## config.mk

```make
export PLATFORM = sky130hd
export DESIGN_NAME = clk_div_multi
export DESIGN_NICKNAME = d
export VERILOG_FILES = /design/src/rtl/clk_div_multi.sv
export SDC_FILE = /design/constraint.sdc
export NUM_CORES = 1
export LEC_CHECK = 0
export CORE_MARGIN = 2
export CORE_UTILIZATION = 53
export DETAILED_ROUTE_END_ITERATION = 10
export DONT_BUFFER_PORTS = 1
export GPL_ROUTABILITY_DRIVEN = 1
export PLACE_DENSITY = 0.68
export REMOVE_ABC_BUFFERS = 1
export SYNTH_ARGS = -nofsm -noshare
export SYNTH_HDL_FRONTEND = slang
export SYNTH_SLANG_ARGS = --single-unit
export TNS_END_PERCENT = 10
```

## constraint.sdc

```tcl
create_clock -name CLK_in -period 7.77 [get_ports CLK_in]
set_input_delay 1.554 -clock CLK_in [delete_from_list [all_inputs] [get_ports CLK_in]]
set_output_delay 1.554 -clock CLK_in [all_outputs]
set_load 0.005 [all_outputs]
```

## src/rtl/clk_div_multi.sv

```systemverilog
// Runtime-programmable multi-channel clock divider: glitch-free half-period reload and global sync.
// Define CLK_DIV_TICK_EN to add a registered one-cycle tick_out pulse per CLK_out transition.
module clk_div_multi #(
   parameter int unsigned      NCH          = 4,
   parameter int unsigned      WIDTH        = 32,
   parameter logic [WIDTH-1:0] DEFAULT_HALF = WIDTH'(99999),
   localparam int unsigned     CHW          = (NCH > 1) ? $clog2(NCH) : 1
) (
   input  logic             CLK_in,
   input  logic             RST_in,
   input  logic             en_in,
   input  logic             sync_in,
   input  logic             wr_en,
   input  logic [CHW-1:0]   wr_ch,
   input  logic [WIDTH-1:0] wr_half,
   output logic [NCH-1:0]   CLK_out,
   output logic [NCH-1:0]   pending_out
`ifdef CLK_DIV_TICK_EN
   ,
   output logic [NCH-1:0]   tick_out
`endif
);

   typedef struct packed {
      logic [WIDTH-1:0] cnt;
      logic [WIDTH-1:0] active;
      logic [WIDTH-1:0] shadow;
      logic             pending;
      logic             out;
   } chan_t;

   chan_t          ch_q [NCH];
   chan_t          ch_d [NCH];
   logic [NCH-1:0] edge_evt;

   // Per-channel next state; priority is sync, then write-to-stopped, then terminal count, then count.
   always_comb begin
      logic hit;
      logic run;
      logic tc;
      // NOTE: every variable gets a default before any branch, so no path leaves one unassigned and no latch is inferred.
      hit      = 1'b0;
      run      = 1'b0;
      tc       = 1'b0;
      edge_evt = '0;
      for (int c = 0; c < NCH; c++) begin
         ch_d[c] = ch_q[c];
         hit     = wr_en && (wr_ch == CHW'(c));
         run     = (ch_q[c].active != '0);
         tc      = run && (ch_q[c].cnt == ch_q[c].active - WIDTH'(1));

         if (sync_in) begin
            ch_d[c].cnt = '0;
            ch_d[c].out = 1'b0;
            if (hit) begin
               ch_d[c].active  = wr_half;
               ch_d[c].shadow  = wr_half;
               ch_d[c].pending = 1'b0;
            end else if (ch_q[c].pending) begin
               ch_d[c].active  = ch_q[c].shadow;
               ch_d[c].pending = 1'b0;
            end
         end else if (hit && !run) begin
            ch_d[c].active = wr_half;
            ch_d[c].shadow = wr_half;
            ch_d[c].cnt    = '0;
            ch_d[c].out    = 1'b0;
         end else begin
            if (hit) begin
               ch_d[c].shadow  = wr_half;
               ch_d[c].pending = 1'b1;
            end
            if (en_in && tc) begin
               ch_d[c].cnt = '0;
               edge_evt[c] = 1'b1;
               // A write landing on this terminal count waits for the next one.
               if (ch_q[c].pending && !hit) begin
                  ch_d[c].active  = ch_q[c].shadow;
                  ch_d[c].pending = 1'b0;
                  ch_d[c].out     = (ch_q[c].shadow == '0) ? 1'b0 : ~ch_q[c].out;
               end else begin
                  ch_d[c].out = ~ch_q[c].out;
               end
            end else if (en_in && run) begin
               ch_d[c].cnt = ch_q[c].cnt + WIDTH'(1);
            end
         end
      end
   end

   // NOTE: the per-channel arrays are control state rather than bulk storage, so every entry is reset.
   always_ff @(posedge CLK_in) begin
      if (RST_in) begin
         for (int c = 0; c < NCH; c++) begin
            // NOTE: sequential state uses non-blocking assignments so all registers update together at the edge.
            ch_q[c] <= '{cnt: '0, active: DEFAULT_HALF, shadow: DEFAULT_HALF, pending: 1'b0, out: 1'b0};
         end
      end else begin
         ch_q <= ch_d;
      end
   end

   always_comb begin
      CLK_out     = '0;
      pending_out = '0;
      for (int c = 0; c < NCH; c++) begin
         CLK_out[c]     = ch_q[c].out;
         pending_out[c] = ch_q[c].pending;
      end
   end

`ifdef CLK_DIV_TICK_EN
   logic [NCH-1:0] tick_q;

   always_ff @(posedge CLK_in) begin
      if (RST_in) begin
         tick_q <= '0;
      end else begin
         tick_q <= edge_evt;
      end
   end

   assign tick_out = tick_q;
`else
   // Without ticks the edge strobe has no consumer and is optimised away.
   logic unused_edge;
   assign unused_edge = ^edge_evt;
`endif

endmodule

```

==> key figures <==
Timing
  – Min cycle time layout: ~4.8 ns
  – Fmax: approximately 0.21 GHz
  – Tcrit/Tclk final: 0.624
  – Post-Route Setup TNS: 0 ns
  – Pin slew with the least headroom to its limit: approximately 1.2 ns
  – Final WS setup: between 2 and 3 ns
  – Final Setup Violations: 0
  – WHS: roughly 0.47 ns
  – Slew headroom: 0.181
  – Final max-slew violation count: 0
  – Skew final: roughly 0.019 ns
  – Unrepaired setup endpoints after global routing: false
  – Final Hold Fails: 0

Cells and area
  – Share of cells above drive strength 1: 0.0490
  – Post-layout nets: between 2000 and 3000
  – Final Util: 0.572
  – Synthesis-to-finish area growth: 6.44%
  – Inserted Diodes: 0

Clock network
  – Post-CTS setup buffer count: 0
  – Post-CTS resize count: 0
  – Worst-skew pair later-pin latency: about 0.58 ns
  – Hold_buf cts: 0
  – Number of CTS-inserted buffers: 44
  – Worst-path clk slew: 0.06 ns
  – Clk root buf: clkbuf_16
  – TritonCTS clock tree: yes
  – CTS sink cnt: between 300 and 400
  – Number of H-tree levels: 2
  – Clock Tree Buf Depth: 3

Status
  – Status: completed

Detailed routing
  – Vias: 19288
  – Post-DR wirelength/cell: around 19 µm
  – Final wirelength: a little over 60 mm
  – Drt via density: ~6.1
  – Detailed Route Iter0 Violations: 1440
  – DRC viols: 0
  – Initial DRT Pass Iterations: 5
  – Post-route ant nets: 0

Logic synthesis
  – Sequential share of the synthesized area: 0.358
  – Yosys top cell area share: 0.358
  – Most used flip-flop cell after synthesis: dfxtp_1
  – Async set-reset flop share out of synthesis: 0
  – Syn_area_per_cell: 7.93 µm²
  – Yosys reg bits: between 300 and 400
  – Yosys top cell by area: dfxtp_1
  – Synth top cells by count: dfxtp_1 (392), nand2_1 (362), nor2_1 (271)
  – Cell Area, Synth: 21900 µm²
  – Most frequent cell after synthesis: dfxtp_1
  – Distinct cells, synth: 76
  – Post-synth EDFFs: 0
  – Ranking of synthesized cells by area: dfxtp_1 (36%), nand2_1 (6.2%), xnor2_1 (6.1%)
  – Synth warnings: 0
  – Post-Synthesis Cells: approximately 2800

Placement
  – RePlAce Congestion: 0.928
  – Place WS: slightly above 3 ns
  – Dpl hpwl: between 40 and 50 mm
  – Buffers on Ports: 0

Global routing
  – Vias in the first global route: 17695
  – Largest net degree at the start of global routing: around 300
  – Initial antenna violation count: 0
  – Global-route wire length before repair: slightly below 100 mm
  – Total gr overflow: 0
  – Total GRT Usage: 0.278

Floorplanning
  – Rows: between 70 and 80
  – Die Wd: ~210 µm
  – Top Ports: between 40 and 50
  – Core area: between 40000 and 50000 µm²
  – Starting density of the core: 0.537
  – Die area: between 40000 and 50000 µm²
  – Die extent in y: between 200 and 250 µm

Pwr
  – Internal: about 3.4 mW
  – Power Dens Cells: roughly 200 nW/µm²
  – NetSw: between 1 and 1.5 mW
  – Largest vdd supply drop: ~0.15 mV
  – Comb pwr share: 0.075
  – Clock power frac: 0.457
  – Leak: approximately 7.5 nW
  – Flop pwr share: 0.467
  – Total Power: 4.56 mW
  – Switch share: 0.246

Setup path
  – Critical Path RT: 8.15 ns
  – Startpoint Class: flip-flop
  – Crit Path Category: reg2reg
  – Worst Path Max Fanout: 33
  – Crit path capture type: flip-flop
  – WP data arrival: approximately 5.2 ns

Job
  – Max-Cap Viols: 0

Min path
  – HP Class: reg2reg
## stage by stage
step,instance area (µm²),instances
3_3_place_gp,21900,3105
4_1_cts,23300,3185
3_5_place_dp,21900,3105
6_report,23300,3185
5_1_grt,23300,3185
2_1_floorplan,21000,2551
## flip-flops by register name, summed over array words and instances, names as in the netlist
signal,cells
CLK_out,4
pending_out,4
ch_q,384
## cells by family (layout without fill, tap and decap cells)
family,after synthesis,after routing,share of synthesized area
AND/OR/NAND/NOR,1255,1255,0.291
XOR/XNOR,270,270,0.108
buffers and inverters,252,140,0.0485
AO/OA/AOI/OAI,461,461,0.133
adder cells (fa/ha/maj),8,8,0.00456
flip-flops,392,392,0.358
multiplexers,127,127,0.0582
## cells in the final DEF, fill, tap and decap left out, types with 22 or more instances in the layout
cell type    n
buf_4       22
nand4_1     58
nor4_1      69
xnor2_1    153
nand3_1    123
clkbuf_16   45
nor2_1     269
mux2i_1    123
and3_1      32
nor3b_1     50
a211oi_1   108
nand2_1    362
o21ai_0     35
nand3b_1    48
a21oi_1    215
inv_1       37
nor2b_1     51
dfxtp_1    392
xor2_1     117
nor3_1      62
## worst paths after layout
check            start   endpoint  slack (ns)  cells after the start
min reg2reg  ch_q[209]  ch_q[209]        0.47                      2
max reg2reg  ch_q[141]  ch_q[138]        2.92                     10
min          ch_q[209]  ch_q[209]        0.47                      2
max          ch_q[141]  ch_q[138]        2.92                     10
## power groups by stage
stage	clock network [mW]	logic, mW	registers [mW]
6_report	2.09	0.344	2.13
5_1_grt	2.20	0.384	2.14
4_1_cts	2.12	0.341	2.13
3_5_place_dp	0	0.340	2.18
3_3_place_gp	0	0.333	2.17
2_1_floorplan	0	0.268	2.15
## per-layer routing
layer / track usage / up-vias / wire [µm]
met5: 0 / - / 0
met4: 0.0860 / 0 / 1670
met3: 0.0383 / 86 / 3370
met2: 0.465 / 486 / 28900
met1: 0.373 / 9257 / 27400
li1: - / 9459 / -
## cell type report
type	instances	area [µm²]
clock buffers	68	1320
clock inverters	12	115
fillers	3772	17500
inverters	38	143
multi-input cells	2121	13100
flip-flops and latches	392	7850
well taps	532	666
repair buffers	22	165
## critical path, stage by stage (launching register included)
cell	delay, ns
dfxtp_1	0.36
nor4_1	0.64
nand3_1	0.55
nor4_1	0.59
mux2_2	0.40
a21oi_1	0.14
o22ai_1	0.17
o311ai_4	0.28
buf_4	0.37
and2_1	0.97
a211oi_1	0.17
Note: power is estimated with default switching activity, not from simulation.
